**config.mk**
```make
export PLATFORM = sky130hd
export DESIGN_NAME = ring_seq_flat
export DESIGN_NICKNAME = d
export VERILOG_FILES = /design/src/rtl/ring_seq_if.sv /design/src/rtl/ring_seq.sv /design/src/flat_wrapper.sv
export SDC_FILE = /design/constraint.sdc
export NUM_CORES = 1
export LEC_CHECK = 0
export ABC_AREA = 1
export BUFFER_PORTS_ARGS = -buffer_cell sky130_fd_sc_hd__buf_4
export CAP_MARGIN = 20
export CORE_ASPECT_RATIO = 1.2
export CORE_MARGIN = 4
export CORE_UTILIZATION = 67
export DETAILED_ROUTE_END_ITERATION = 6
export GPL_TIMING_DRIVEN = 0
export HOLD_SLACK_MARGIN = 0.1
export PLACE_DENSITY = 0.88
export SLEW_MARGIN = 20
export SYNTH_ARGS = -nofsm -noshare
export SYNTH_HDL_FRONTEND = slang
export SYNTH_SLANG_ARGS = --single-unit
```
**constraint.sdc**
```tcl
create_clock -name clk -period 10.43 [get_ports clk]
set_input_delay 2.086 -clock clk [delete_from_list [all_inputs] [get_ports clk]]
set_output_delay 2.086 -clock clk [all_outputs]
set_load 0.01 [all_outputs]
```
**src/rtl/ring_seq_if.sv**
```systemverilog
// Bus bundle for the ring/Johnson sequencer: control inputs and registered
// state outputs. Control semantics: en and load are single-cycle qualifiers
// sampled on every rising clk edge; there is no back-pressure, the sequencer
// accepts every request on the edge where it is sampled and the result is
// visible on cnt/pos/wrap/err right after that same edge.
interface ring_seq_if #(
  parameter int WIDTH = 8
);
  localparam int PW = $clog2(2 * WIDTH);

  logic             en;
  logic             dir;
  logic             mode;
  logic             load;
  logic [WIDTH-1:0] load_val;
  logic [WIDTH-1:0] cnt;
  logic [PW-1:0]    pos;
  logic             wrap;
  logic             err;

  modport master (
    output en, dir, mode, load, load_val,
    input  cnt, pos, wrap, err
  );

  modport slave (
    input  en, dir, mode, load, load_val,
    output cnt, pos, wrap, err
  );
endinterface

```
**src/rtl/ring_seq.sv**
```systemverilog
// One-hot ring / Johnson sequencer with direction control, enable, parallel
// load and illegal-state recovery. Reports the step index and wrap/err pulses.
module ring_seq #(
  parameter int WIDTH = 8
) (
  input  logic       clk,
  input  logic       rst,
  ring_seq_if.slave  bus
);
  localparam int PW = $clog2(2 * WIDTH);

  logic [WIDTH-1:0] cnt_q, cnt_d;
  logic [PW-1:0]    pos_q, pos_d;
  logic             wrap_q, wrap_d;
  logic             err_q, err_d;
  logic             mode_q, mode_d;

  logic [PW-1:0]    last_pos;
  logic [PW-1:0]    pos_inc;
  logic [PW-1:0]    pos_dec;
  logic [WIDTH-1:0] step_cnt;

  // Ring: exactly one bit set. Johnson: at most one adjacent bit pair differs.
  function automatic logic is_legal(input logic [WIDTH-1:0] v, input logic johnson);
    int ones;
    int edges;
    ones  = 0;
    edges = 0;
    for (int i = 0; i < WIDTH; i++) begin
      if (v[i]) ones++;
    end
    for (int i = 0; i < WIDTH - 1; i++) begin
      if (v[i] != v[i+1]) edges++;
    end
    return johnson ? (edges <= 1) : (ones == 1);
  endfunction

  // Step index implied by a legal state value.
  function automatic logic [PW-1:0] decode(input logic [WIDTH-1:0] v, input logic johnson);
    int ones;
    int idx;
    int p;
    ones = 0;
    idx  = 0;
    for (int i = 0; i < WIDTH; i++) begin
      if (v[i]) begin
        ones++;
        idx = i;
      end
    end
    if (johnson) begin
      if (v[WIDTH-1])     p = ones;
      else if (ones == 0) p = 0;
      else                p = 2 * WIDTH - ones;
    end else begin
      p = (idx == 0) ? 0 : WIDTH - idx;
    end
    return PW'(p);
  endfunction

  function automatic logic [WIDTH-1:0] home(input logic johnson);
    return johnson ? '0 : WIDTH'(1);
  endfunction

  // Next-step candidates for cnt and pos in the current mode and direction.
  always_comb begin
    last_pos = mode_q ? PW'(2 * WIDTH - 1) : PW'(WIDTH - 1);
    pos_inc  = (pos_q == last_pos) ? '0 : pos_q + PW'(1);
    pos_dec  = (pos_q == '0) ? last_pos : pos_q - PW'(1);
    step_cnt = cnt_q;
    case ({mode_q, bus.dir})
      2'b00:   step_cnt = {cnt_q[0], cnt_q[WIDTH-1:1]};
      2'b01:   step_cnt = {cnt_q[WIDTH-2:0], cnt_q[WIDTH-1]};
      2'b10:   step_cnt = {~cnt_q[0], cnt_q[WIDTH-1:1]};
      default: step_cnt = {cnt_q[WIDTH-2:0], ~cnt_q[WIDTH-1]};
    endcase
  end

  // Priority: mode change, load, illegal-state recovery, step, hold.
  always_comb begin
    cnt_d  = cnt_q;
    pos_d  = pos_q;
    mode_d = mode_q;
    wrap_d = 1'b0;
    err_d  = 1'b0;
    if (bus.mode != mode_q) begin
      mode_d = bus.mode;
      cnt_d  = home(bus.mode);
      pos_d  = '0;
    end else if (bus.load) begin
      if (is_legal(bus.load_val, mode_q)) begin
        cnt_d = bus.load_val;
        pos_d = decode(bus.load_val, mode_q);
      end else begin
        cnt_d = home(mode_q);
        pos_d = '0;
        err_d = 1'b1;
      end
    end else if (!is_legal(cnt_q, mode_q)) begin
      cnt_d = home(mode_q);
      pos_d = '0;
      err_d = 1'b1;
    end else if (bus.en) begin
      cnt_d  = step_cnt;
      pos_d  = bus.dir ? pos_dec : pos_inc;
      wrap_d = bus.dir ? (pos_dec == '0) : (pos_inc == '0);
    end
  end

  // State registers with synchronous active-low reset to ring home.
  always_ff @(posedge clk) begin
    if (!rst) begin
      cnt_q  <= WIDTH'(1);
      pos_q  <= '0;
      wrap_q <= 1'b0;
      err_q  <= 1'b0;
      mode_q <= 1'b0;
    end else begin
      cnt_q  <= cnt_d;
      pos_q  <= pos_d;
      wrap_q <= wrap_d;
      err_q  <= err_d;
      mode_q <= mode_d;
    end
  end

  assign bus.cnt  = cnt_q;
  assign bus.pos  = pos_q;
  assign bus.wrap = wrap_q;
  assign bus.err  = err_q;
endmodule

```
**src/flat_wrapper.sv**
```systemverilog
// flat-port wrapper written by rule: the top's interface ports become plain ports
module ring_seq_flat 
#(
  parameter int WIDTH = 8
)
  (clk, rst, bus_en, bus_dir, bus_mode, bus_load, bus_load_val, bus_cnt, bus_pos, bus_wrap, bus_err);
  ring_seq_if #(.WIDTH(WIDTH)) bus_i ();
  input  logic clk;
  input  logic rst;
  input wire logic [$bits(bus_i.en)-1:0] bus_en;
  input wire logic [$bits(bus_i.dir)-1:0] bus_dir;
  input wire logic [$bits(bus_i.mode)-1:0] bus_mode;
  input wire logic [$bits(bus_i.load)-1:0] bus_load;
  input wire logic [$bits(bus_i.load_val)-1:0] bus_load_val;
  output wire logic [$bits(bus_i.cnt)-1:0] bus_cnt;
  output wire logic [$bits(bus_i.pos)-1:0] bus_pos;
  output wire logic [$bits(bus_i.wrap)-1:0] bus_wrap;
  output wire logic [$bits(bus_i.err)-1:0] bus_err;
  assign bus_i.en = bus_en;
  assign bus_i.dir = bus_dir;
  assign bus_i.mode = bus_mode;
  assign bus_i.load = bus_load;
  assign bus_i.load_val = bus_load_val;
  assign bus_cnt = bus_i.cnt;
  assign bus_pos = bus_i.pos;
  assign bus_wrap = bus_i.wrap;
  assign bus_err = bus_i.err;
  ring_seq #(.WIDTH(WIDTH)) u_core (.clk(clk), .rst(rst), .bus(bus_i));
endmodule
```
After elaboration in Yosys (flattened, before gate mapping)
Cells that the tools add are included.
{"block": "totals", "register_bits": 15, "out_inout_bits": 14, "word_cells": 236, "in_bits": 14}
{"block": "classes", "bitwise_logic": 5, "muxes": 157, "n_reduce_logical": 8, "n_lt_le_gt_ge": 2, "n_addsub": 37, "n_eq_ne": 22}
{"operator": "2-to-1 mux 32 bit", "count": 120}
{"operator": "adder 32 x 2 -> 32 bit, second input constant", "count": 33}
{"operator": "== test 32 x 2 -> 1 bit, second input constant", "count": 2}
{"operator": "less-or-equal comparator 32 x 2 -> 1 bit, second input constant", "count": 2}
{"operator": "zero test 32 bit", "count": 2}
{"operator": "2-to-1 mux 4 bit", "count": 12}
{"operator": "2-to-1 mux 8 bit", "count": 5}
{"operator": "case mux 8 bit (3 select lines)", "count": 1}
{"operator": "!= test 1 bit", "count": 15}
{"operator": "2-to-1 mux 1 bit", "count": 13}
{"operator": "zero test 4 bit", "count": 3}
{"operator": "2-to-1 mux 3 bit", "count": 4}
{"operator": "inverter 1 bit", "count": 5}
{"operator": "OR reduction 5 bit", "count": 1}
{"operator": "adder 4 x 1 -> 4 bit, second input constant", "count": 1}
{"operator": "== test 4 bit", "count": 1}
{"operator": "2-to-1 mux 2 bit", "count": 2}
{"operator": "!= test 4 x 3 -> 1 bit, second input constant", "count": 1}
{"operator": "subtractor 1 x 4 -> 4 bit, first input constant", "count": 1}
{"operator": "subtractor 4 x 1 -> 4 bit, second input constant", "count": 1}
{"operator": "subtractor 4 bit, first input constant", "count": 1}
{"operator": "!= test 3 bit, second input constant", "count": 1}
{"operator": "== test 2 x 1 -> 1 bit, second input constant", "count": 1}
{"operator": "== test 2 bit, second input constant", "count": 1}
{"operator": "2 further kinds", "count": 2}

Longest topological paths before layout
Gate-level depths: netlist of run 1.
{"block": "depth", "word_depth": 77, "ltp_mapped": 34, "ltp_nobuf": 34}

Least setup slack after synthesis of run 1
OpenSTA, ideal clock, no wires.
{"block": "synth_timing", "path_kind": "in2reg", "from": "input bus_load_val[0]", "to": "register u_core.err_q (netlist: u_core.bus.err)", "setup_time_ns": 0.116, "required_time_ns": 10.314, "arrival_ns": 5.534, "n_path_buf": 0, "path_slack_ns": 4.779, "stages": 25, "cell_sequence": "inv_1 ha_1 ha_1 xnor2_1 inv_1 ha_1 nand2_1 nand2_1 ha_1 inv_1 o21ai_2 ha_1 nand2_1 nand2_1 ha_1 a21oi_1 nor2_1 a31oi_1 o21ai_1 a21oi_1 o21ai_1 nand2_2 nand2_4 o211ai_1 inv_1"}
{"block": "synth_via", "elab_chain_cells": 35, "elab_cells_between_ends": 64, "cone_classes": "13 x add/sub; 1 x order compare; 2 x eq/ne; 48 x mux"}
{"element": "start: declaration", "line": "flat_wrapper.sv:14", "text": "input wire logic [$bits(bus_i.load_val)-1:0] bus_load_val;"}
{"element": "2-to-1 mux 1 bit", "line": "ring_seq.sv:30", "text": "if (v[i]) ones++;"}
{"element": "2-to-1 mux 32 bit", "line": "ring_seq.sv:90", "text": "end else if (bus.load) begin"}
{"element": "2-to-1 mux 32 bit", "line": "ring_seq.sv:86", "text": "if (bus.mode != mode_q) begin"}
{"element": "adder 32 x 2 -> 32 bit", "line": "ring_seq.sv:30"}
{"element": "2-to-1 mux 32 bit", "line": "ring_seq.sv:30"}
{"element": "2-to-1 mux 32 bit", "line": "ring_seq.sv:90"}
{"element": "2-to-1 mux 32 bit", "line": "ring_seq.sv:86"}
{"element": "adder 32 x 2 -> 32 bit", "line": "ring_seq.sv:30"}
{"element": "[19 not listed]"}
{"element": "adder 32 x 2 -> 32 bit", "line": "ring_seq.sv:30"}
{"element": "2-to-1 mux 32 bit", "line": "ring_seq.sv:30"}
{"element": "2-to-1 mux 32 bit", "line": "ring_seq.sv:90"}
{"element": "2-to-1 mux 32 bit", "line": "ring_seq.sv:86"}
{"element": "== test 32 x 2 -> 1 bit", "line": "ring_seq.sv:35", "text": "return johnson ? (edges <= 1) : (ones == 1);"}
{"element": "2-to-1 mux 1 bit *", "line": "ring_seq.sv:35"}
{"element": "2-to-1 mux 1 bit *", "line": "ring_seq.sv:91", "text": "if (is_legal(bus.load_val, mode_q)) begin"}
{"element": "2-to-1 mux 1 bit *", "line": "ring_seq.sv:90"}
{"element": "end signal: assignment", "line": "ring_seq.sv:122", "text": "err_q <= err_d;"}
{"element": "end: declaration", "line": "ring_seq.sv:15", "text": "logic err_q, err_d;"}
Mark *: on every way between the ends. The rest lies on a longest branch, timed or not. The select of a mux whose other input is x is not followed.
A chain may end at the register's enable or synchronous reset.

Final worst setup path of run 1
{"block": "layout_timing", "from": "input bus_load_val[0]", "to": "register u_core.pos_q[2] (netlist: u_core.bus.pos[2])"}
{"block": "layout_via", "elab_chain_cells": 45, "elab_cells_between_ends": 107, "cone_classes": "21 x add/sub; 1 x order compare; 2 x eq/ne; 82 x mux; 1 x reduce/logical"}
{"element": "2-to-1 mux 1 bit", "line": "ring_seq.sv:30, ring_seq.sv:46"}
{"element": "2-to-1 mux 32 bit", "line": "ring_seq.sv:91"}
{"element": "2-to-1 mux 32 bit", "line": "ring_seq.sv:90"}
{"element": "2-to-1 mux 32 bit", "line": "ring_seq.sv:86"}
{"element": "adder 32 x 2 -> 32 bit", "line": "ring_seq.sv:47", "text": "ones++;"}
{"element": "2-to-1 mux 32 bit", "line": "ring_seq.sv:46", "text": "if (v[i]) begin"}
{"element": "2-to-1 mux 32 bit", "line": "ring_seq.sv:91"}
{"element": "2-to-1 mux 32 bit", "line": "ring_seq.sv:90"}
{"element": "[29 not listed]"}
{"element": "2-to-1 mux 32 bit", "line": "ring_seq.sv:90"}
{"element": "2-to-1 mux 32 bit", "line": "ring_seq.sv:86"}
{"element": "subtractor 1 x 4 -> 4 bit or zero test 32 bit (tied branches)", "line": "ring_seq.sv:54, ring_seq.sv:53"}
{"element": "2-to-1 mux 4 bit", "line": "ring_seq.sv:53", "text": "else if (ones == 0) p = 0;"}
{"element": "2-to-1 mux 4 bit", "line": "ring_seq.sv:52", "text": "if (v[WIDTH-1]) p = ones;"}
{"element": "2-to-1 mux 4 bit", "line": "ring_seq.sv:51", "text": "if (johnson) begin"}
{"element": "2-to-1 mux 4 bit *", "line": "ring_seq.sv:91"}
{"element": "2-to-1 mux 4 bit *", "line": "ring_seq.sv:90"}
{"element": "end signal: assignment", "line": "ring_seq.sv:120", "text": "pos_q <= pos_d;"}
{"element": "end: declaration", "line": "ring_seq.sv:13", "text": "logic [PW-1:0] pos_q, pos_d;"}
Marks and branches as above.

==> flow_metrics.tcl, run 1 <==
set metrics [dict create \
    synth_area_per_cell_um2 5.66 \
    path_clk_slew_ns 0.07 \
    viasPerCell 5.49 \
    p_leak_nw 2.05 \
    worstMarginPinSlew_ns 0.420 \
    ant_nets 0 \
    grt_setup_unrepaired "no" \
    min_from "u_core.bus.cnt[1]$_SDFFE_PN0P_" \
    holdPathEnd "u_core.bus.cnt[1]$_SDFFE_PN0P_" \
    die_h_um 85.1 \
    finalWeightedCongestion 0.883 \
    critical_path.slowest_cell "ha_1" \
    timing.rr.start "u_core.bus.cnt[0]$_SDFFE_PN1P_" \
    fin_skew_ns 0.00263 \
    cts_resized 0 \
    ir_worst_vdd_mv 0.0762 \
    routed_wl_mm 7.64 \
    r2r-end "u_core.bus.cnt[2]$_SDFFE_PN0P_" \
    cts_setup_buffers 0 \
    grt_pass1_wl_mm 13.6 \
    insertedDiodeCount 0 \
    yosysUniqueCellTypes 44 \
    crit_buf_inv 4 \
    synth-seq-cells 15 \
    clkSinkCount 15 \
    status "finished clean" \
    criticalPathCategory "input pin to flip-flop" \
    r2r_slack_ns 5.63 \
    holdBufCountCts 0 \
    setup_viol 0 \
    yosysTopAreaCell "nand2_1" \
    critPathMostFrequentCell "ha_1" \
    first_iter_violations 172 \
    drtPass1Iterations 5 \
    cts-buffers-inserted 3 \
    power.total_mw 0.426 \
    ys_warn_count 0 \
    crit_path_end_kind "flip-flop" \
    drv_cap 0 \
    design.core.area_mm2 0.00470 \
    slew_headroom 0.720 \
    area_growth_pct 9.02 \
    dieArea_mm2 0.00614 \
    slew_violations 0 \
    post-route-period-util 0.569 \
    ys.flop_type "dfxtp_1" \
    insertion_delay_ns 0.25 \
    syn_area_mm2 0.00332 \
    antenna_found_initial 0 \
    async_flop_share 0 \
    nFillCells 417 \
    drive_above_1_share 0.143 \
    wl_per_cell_um 11.4 \
    place.port_buffers 24 \
    required_ns 10.61 \
    synth_nets 637 \
    num_rows 27 \
    gr-total-overflow 0 \
    remaining_drc_errors 0 \
    grt_usage 0.257 \
    vias 3687 \
    h-tree-depth 1 \
    cts_buffer_depth 2 \
    die_w_um 72.2 \
    cpPeakStageDelay_ns 0.33 \
    fin_nets 666 \
    cts_root_buf "clkbuf_8" \
    synth.yosys.seq_area_share 0.0905 \
    path_delay_family "adder cells" \
    fin_setup_tns_ns 0 \
    dp_hpwl_mm 6.48 \
    crit_fanout 10 \
    initial_core_util 0.706 \
    min_delay_path_depth 2 \
    arrival_ns 6.11 \
    cts_tree "yes" \
    io_pins 28 \
    max_clock_freq_mhz 169 \
    synth_area_leaders "nand2_1 (22%), ha_1 (14%), dfxtp_1 (9.1%), nand3_1 (9.1%), inv_1 (8.8%)" \
    yosysTopAreaCellShare 0.217 \
    powerDensity_mw_per_mm2 118 \
    synth_cells 586 \
    grt_max_degree 11 \
    hp-class "flip-flop to flip-flop" \
    min_period_ns 5.93 \
    grt_pass1_vias 3426 \
    start_kind "input pin" \
    synth_edf_count 0 \
    r2r_cells 32 \
    timing_hold_violations_final 0 \
]
-- registers in the layout, indices dropped and copies added, names as in the netlist --
name	count
u_core.bus.pos	4
u_core.mode_q	1
u_core.bus.err	1
u_core.bus.cnt	8
u_core.bus.wrap	1
-- layout by cell type, fill, tap and decap left out, types with 2 or more instances in the layout --
cell	netlist	routed
o21ai_1	5	5
o21ai_2	2	2
nand4_1	5	5
o21ai_0	26	26
ha_1	37	37
buf_4	4	28
o21a_1	2	2
nor2_1	40	40
nand2_4	7	7
nand3_2	6	6
or2_2	3	3
nand3_1	60	60
o22ai_1	3	3
xnor2_1	8	8
a21oi_1	27	27
o211ai_1	2	2
nor2_2	2	2
xor2_1	6	6
clkinv_2	1	2
dfxtp_1	15	15
nand2_1	192	192
clkinv_1	3	3
o21bai_1	2	2
nand2_2	16	16
inv_2	11	11
clkbuf_1	4	4
clkbuf_8	3	6
inv_1	78	78
-- worst min-delay path: cells and delay by family, from the launching register on --
kind               cells  cell delay, ns
AOI/OAI and AO/OA      1            0.06
and+or+nand+nor        1            0.11
DFF                    1            0.39
-- cell type report --
cell class              instances  area, um^2  area share
multi-input cells             466        2570       0.712
repair buffers                 24         180      0.0498
well taps                      58        72.6      0.0201
clock inverters                 1        5.00     0.00138
clock buffers                   3        41.3      0.0114
plain buffers                  11        86.3      0.0239
inverters                      94         357      0.0986
flip-flops and latches         15         300      0.0830
-- synth_stat cells, types with 2 or more instances --
cell type	count
a21oi_1	27
buf_4	4
clkbuf_1	4
clkbuf_8	3
clkinv_1	3
dfxtp_1	15
ha_1	37
inv_1	78
inv_2	11
nand2_1	192
nand2_2	16
nand2_4	7
nand3_1	60
nand3_2	6
nand4_1	5
nor2_1	40
nor2_2	2
o211ai_1	2
o21a_1	2
o21ai_0	26
o21ai_1	5
o21ai_2	2
o21bai_1	2
o22ai_1	3
or2_2	3
xnor2_1	8
xor2_1	6
-- worst max-delay path by stage --
stage                          startpoint                             end  slack (ns)  cells after the start
after CTS                 bus_load_val[0]  u_core.bus.pos[2]$_SDFFE_PP0P_        4.50                     27
after global routing      bus_load_val[0]  u_core.bus.cnt[1]$_SDFFE_PN0P_        4.08                     27
after detailed placement  bus_load_val[0]  u_core.bus.pos[2]$_SDFFE_PP0P_        4.24                     27
after floorplan           bus_load_val[0]       u_core.bus.err$_SDFF_PP0_        4.78                     25
after global placement    bus_load_val[0]  u_core.bus.pos[2]$_SDFFE_PP0P_        4.39                     27
final                     bus_load_val[0]  u_core.bus.pos[2]$_SDFFE_PP0P_        4.50                     27
-- layer usage --
| layer | up-vias | part of all wire | global-route usage |
|---|---|---|---|
| met5 | - | 0 | 0 |
| met4 | 0 | 0.0098 | 0.0632 |
| met3 | 11 | 0.035 | 0.00829 |
| met2 | 75 | 0.54 | 0.519 |
| met1 | 1680 | 0.42 | 0.284 |
| li1 | 1921 | - | - |
-- cells by family after synthesis --
| kind of cell | Yosys count | synth area share |
|---|---|---|
| AO/OA/AOI/OAI | 73 | 0.121 |
| XOR/XNOR | 15 | 0.0453 |
| adder cells (fa/ha/maj) | 37 | 0.140 |
| buffers and inverters | 105 | 0.134 |
| flip-flops | 15 | 0.0905 |
| AND/OR/NAND/NOR | 341 | 0.470 |
-- report_power, final --
| part | total, mW | switching (mW) | internal (mW) | leakage, nW |
|---|---|---|---|---|
| Clock | 0.0490 | 0.0225 | 0.0265 | 0.0255 |
| Sequential | 0.0691 | 0.00698 | 0.0621 | 0.123 |
| Combinational | 0.308 | 0.192 | 0.116 | 1.90 |
| Total | 0.426 | 0.222 | 0.204 | 2.05 |
-- per-stage QoR --
step                      instances   util  hold slack (ns)  setup WS, ns  area, um^2
final                           672  0.770            0.604          4.50        3620
after floorplan                 586      -            0.578          4.78        3320
after detailed placement        668  0.760            0.592          4.24        3570
after global placement          668  0.760            0.583          4.39        3570
after CTS                       672  0.770            0.600          4.50        3620
after global routing            672  0.770            0.641          4.08        3620
Power figures use the tool's default switching activity.
==> run 2: changes to the inputs <==
--- a/config.mk
+++ b/config.mk
@@ -10,11 +10,11 @@
 export CAP_MARGIN = 20
 export CORE_ASPECT_RATIO = 1.2
 export CORE_MARGIN = 4
-export CORE_UTILIZATION = 67
+export CORE_UTILIZATION = 56
 export DETAILED_ROUTE_END_ITERATION = 6
 export GPL_TIMING_DRIVEN = 0
 export HOLD_SLACK_MARGIN = 0.1
-export PLACE_DENSITY = 0.88
+export PLACE_DENSITY = 0.78
 export SLEW_MARGIN = 20
 export SYNTH_ARGS = -nofsm -noshare
 export SYNTH_HDL_FRONTEND = slang
==> constraint.sdc (replaced) <==
create_clock -name clk -period 5.3 [get_ports clk]
set_input_delay 1.06 -clock clk [delete_from_list [all_inputs] [get_ports clk]]
set_output_delay 1.06 -clock clk [all_outputs]
set_load 0.01 [all_outputs]
==> flow_metrics.tcl, run 2 (same netlist as run 1, synthesis figures left out) <==
set metrics [dict create \
    insertedDiodeCount 0 \
    r2r_slack_ns 0.56 \
    cts_setup_buffers 0 \
    nFillCells 593 \
    ant_nets 0 \
    final_common_cell "nand2_1" \
    cts-buffers-inserted 3 \
    min_period_ns 4.88 \
    grt_usage 0.213 \
    worstMarginPinSlew_ns 0.411 \
    crit_buf_inv 5 \
    die_w_um 78.3 \
    drive_above_1_share 0.143 \
    first_iter_violations 199 \
    grt_max_degree 11 \
    r2r_cells 32 \
    switchingPower_mw 0.430 \
    finalWeightedCongestion 0.887 \
    critical_path.slowest_cell "ha_1" \
    cts_tree "yes" \
    antenna_found_initial 0 \
    max_clock_freq_mhz 205 \
    drv_cap 0 \
    drtPass1Iterations 4 \
    arrival_ns 5.03 \
    fin_nets 666 \
    critPathMostFrequentCell "ha_1" \
    min_from "u_core.bus.cnt[6]$_SDFFE_PN0P_" \
    fin_skew_ns 0.00612 \
    gr-total-overflow 0 \
    fin_util 0.639 \
    place_ws_ns 0.162 \
    cts_root_buf "clkbuf_8" \
    crit_fanout 10 \
    hp-class "flip-flop to flip-flop" \
    p_leak_nw 2.05 \
    pwr-share-seq 0.163 \
    worstSetupEndpoint "u_core.bus.err$_SDFF_PP0_" \
    p_sw_frac 0.518 \
    dieArea_mm2 0.00722 \
    intPower_mw 0.401 \
    timing.rr.start "u_core.bus.cnt[0]$_SDFFE_PN1P_" \
    grt_setup_unrepaired "no" \
    layout_common_cells "nand2_1 (192), inv_1 (78), nand3_1 (60)" \
    required_ns 5.45 \
    initial_core_util 0.581 \
    routed_wl_mm 7.32 \
    crit_path_start "bus_load_val[0]" \
    viasPerCell 5.09 \
    design.core.area_mm2 0.00571 \
    cpPeakStageDelay_ns 0.34 \
    grt_pass1_vias 3257 \
    num_rows 30 \
    cts_resized 0 \
    holdBufCountCts 0 \
    insertion_delay_ns 0.26 \
    timing_hold_violations_final 0 \
    comb_power_share 0.721 \
    h-tree-depth 1 \
    criticalPathCategory "input pin to flip-flop" \
    crit_path_end_kind "flip-flop" \
    post-route-period-util 0.920 \
    powerDensity_mw_per_mm2 228 \
    largest_register_ffs 8 \
    start_kind "input pin" \
    wl_per_cell_um 10.5 \
    setup_ws_ns 0.423 \
    clkSinkCount 15 \
    path_delay_family "adder cells" \
    cts_buffer_depth 2 \
    place.port_buffers 24 \
    remaining_drc_errors 0 \
    slew_violations 0 \
    die_h_um 92.3 \
    slew_headroom 0.726 \
    ir_worst_vdd_mv 0.119 \
    vias 3530 \
    dp_hpwl_mm 6.19 \
    path_clk_slew_ns 0.07 \
    p_clk_frac 0.116 \
    r2r-end "u_core.bus.cnt[2]$_SDFFE_PN0P_" \
    fin_setup_tns_ns 0 \
    io_pins 28 \
    area_growth_pct 9.85 \
    cp.depth 26 \
    grt_pass1_wl_mm 13.1 \
    setup_viol 0 \
    status "finished clean" \
]
run 2: cell counts in the layout (fill, tap and decap cells not counted):
No cell type changed its count.
run 2: power by group through the flow:
stage | sequential (mW) | clock, mW | combinational, mW
3_3_place_gp | 0.137 | 0 | 0.578
5_1_grt | 0.137 | 0.102 | 0.695
2_1_floorplan | 0.139 | 0 | 0.479
3_5_place_dp | 0.138 | 0 | 0.599
6_report | 0.135 | 0.0965 | 0.600
4_1_cts | 0.135 | 0.0997 | 0.602
run 2: per-stage QoR:
stage	cell area [um^2]	total power, mW	std cells	hold WS, ns
3_3_place_gp	3600	0.715	690	0.584
5_1_grt	3640	0.934	694	0.638
2_1_floorplan	3320	0.618	586	0.578
6_report	3640	0.831	694	0.596
4_1_cts	3640	0.836	694	0.599
3_5_place_dp	3600	0.736	690	0.590
run 2: worst reg2reg max path: cells and delay by family (launching register included):
| family | cells | cell delay, ns |
|---|---|---|
| simple gates | 15 | 1.40 |
| flops | 1 | 0.45 |
| fa+ha+maj | 6 | 1.72 |
| compound gates | 3 | 0.49 |
| buf+inv | 8 | 0.59 |
run 2: layer usage:
metal  vias to the layer above  part of all wire  global-route usage
met1                      1569              0.44               0.241
met4                         0            0.0092              0.0408
met5                         -                 0                   0
li1                       1919                 -                   -
met3                         5             0.017             0.00973
met2                        37              0.54               0.434
run 2: final cells by class:
cell class | instances | area (um^2) | share of cell area
flip-flops and latches | 15 | 300 | 0.0824
multi-input cells | 466 | 2570 | 0.706
repair buffers | 24 | 180 | 0.0495
clock buffers | 3 | 41.3 | 0.0113
clock inverters | 1 | 5.00 | 0.00137
inverters | 94 | 357 | 0.0979
plain buffers | 11 | 86.3 | 0.0237
well taps | 80 | 100 | 0.0275
run 2: worst min path at each step:
stage / endpoint / slack [ns] / cells past startpoint
global placement: u_core.bus.cnt[5]$_SDFFE_PN0P_ / 0.58 / 2
detailed placement: u_core.bus.cnt[5]$_SDFFE_PN0P_ / 0.59 / 2
CTS: u_core.bus.cnt[5]$_SDFFE_PN0P_ / 0.60 / 2
global route: u_core.bus.cnt[6]$_SDFFE_PN0P_ / 0.64 / 2
floorplan: u_core.bus.cnt[6]$_SDFFE_PN0P_ / 0.58 / 2
finish: u_core.bus.cnt[6]$_SDFFE_PN0P_ / 0.60 / 2
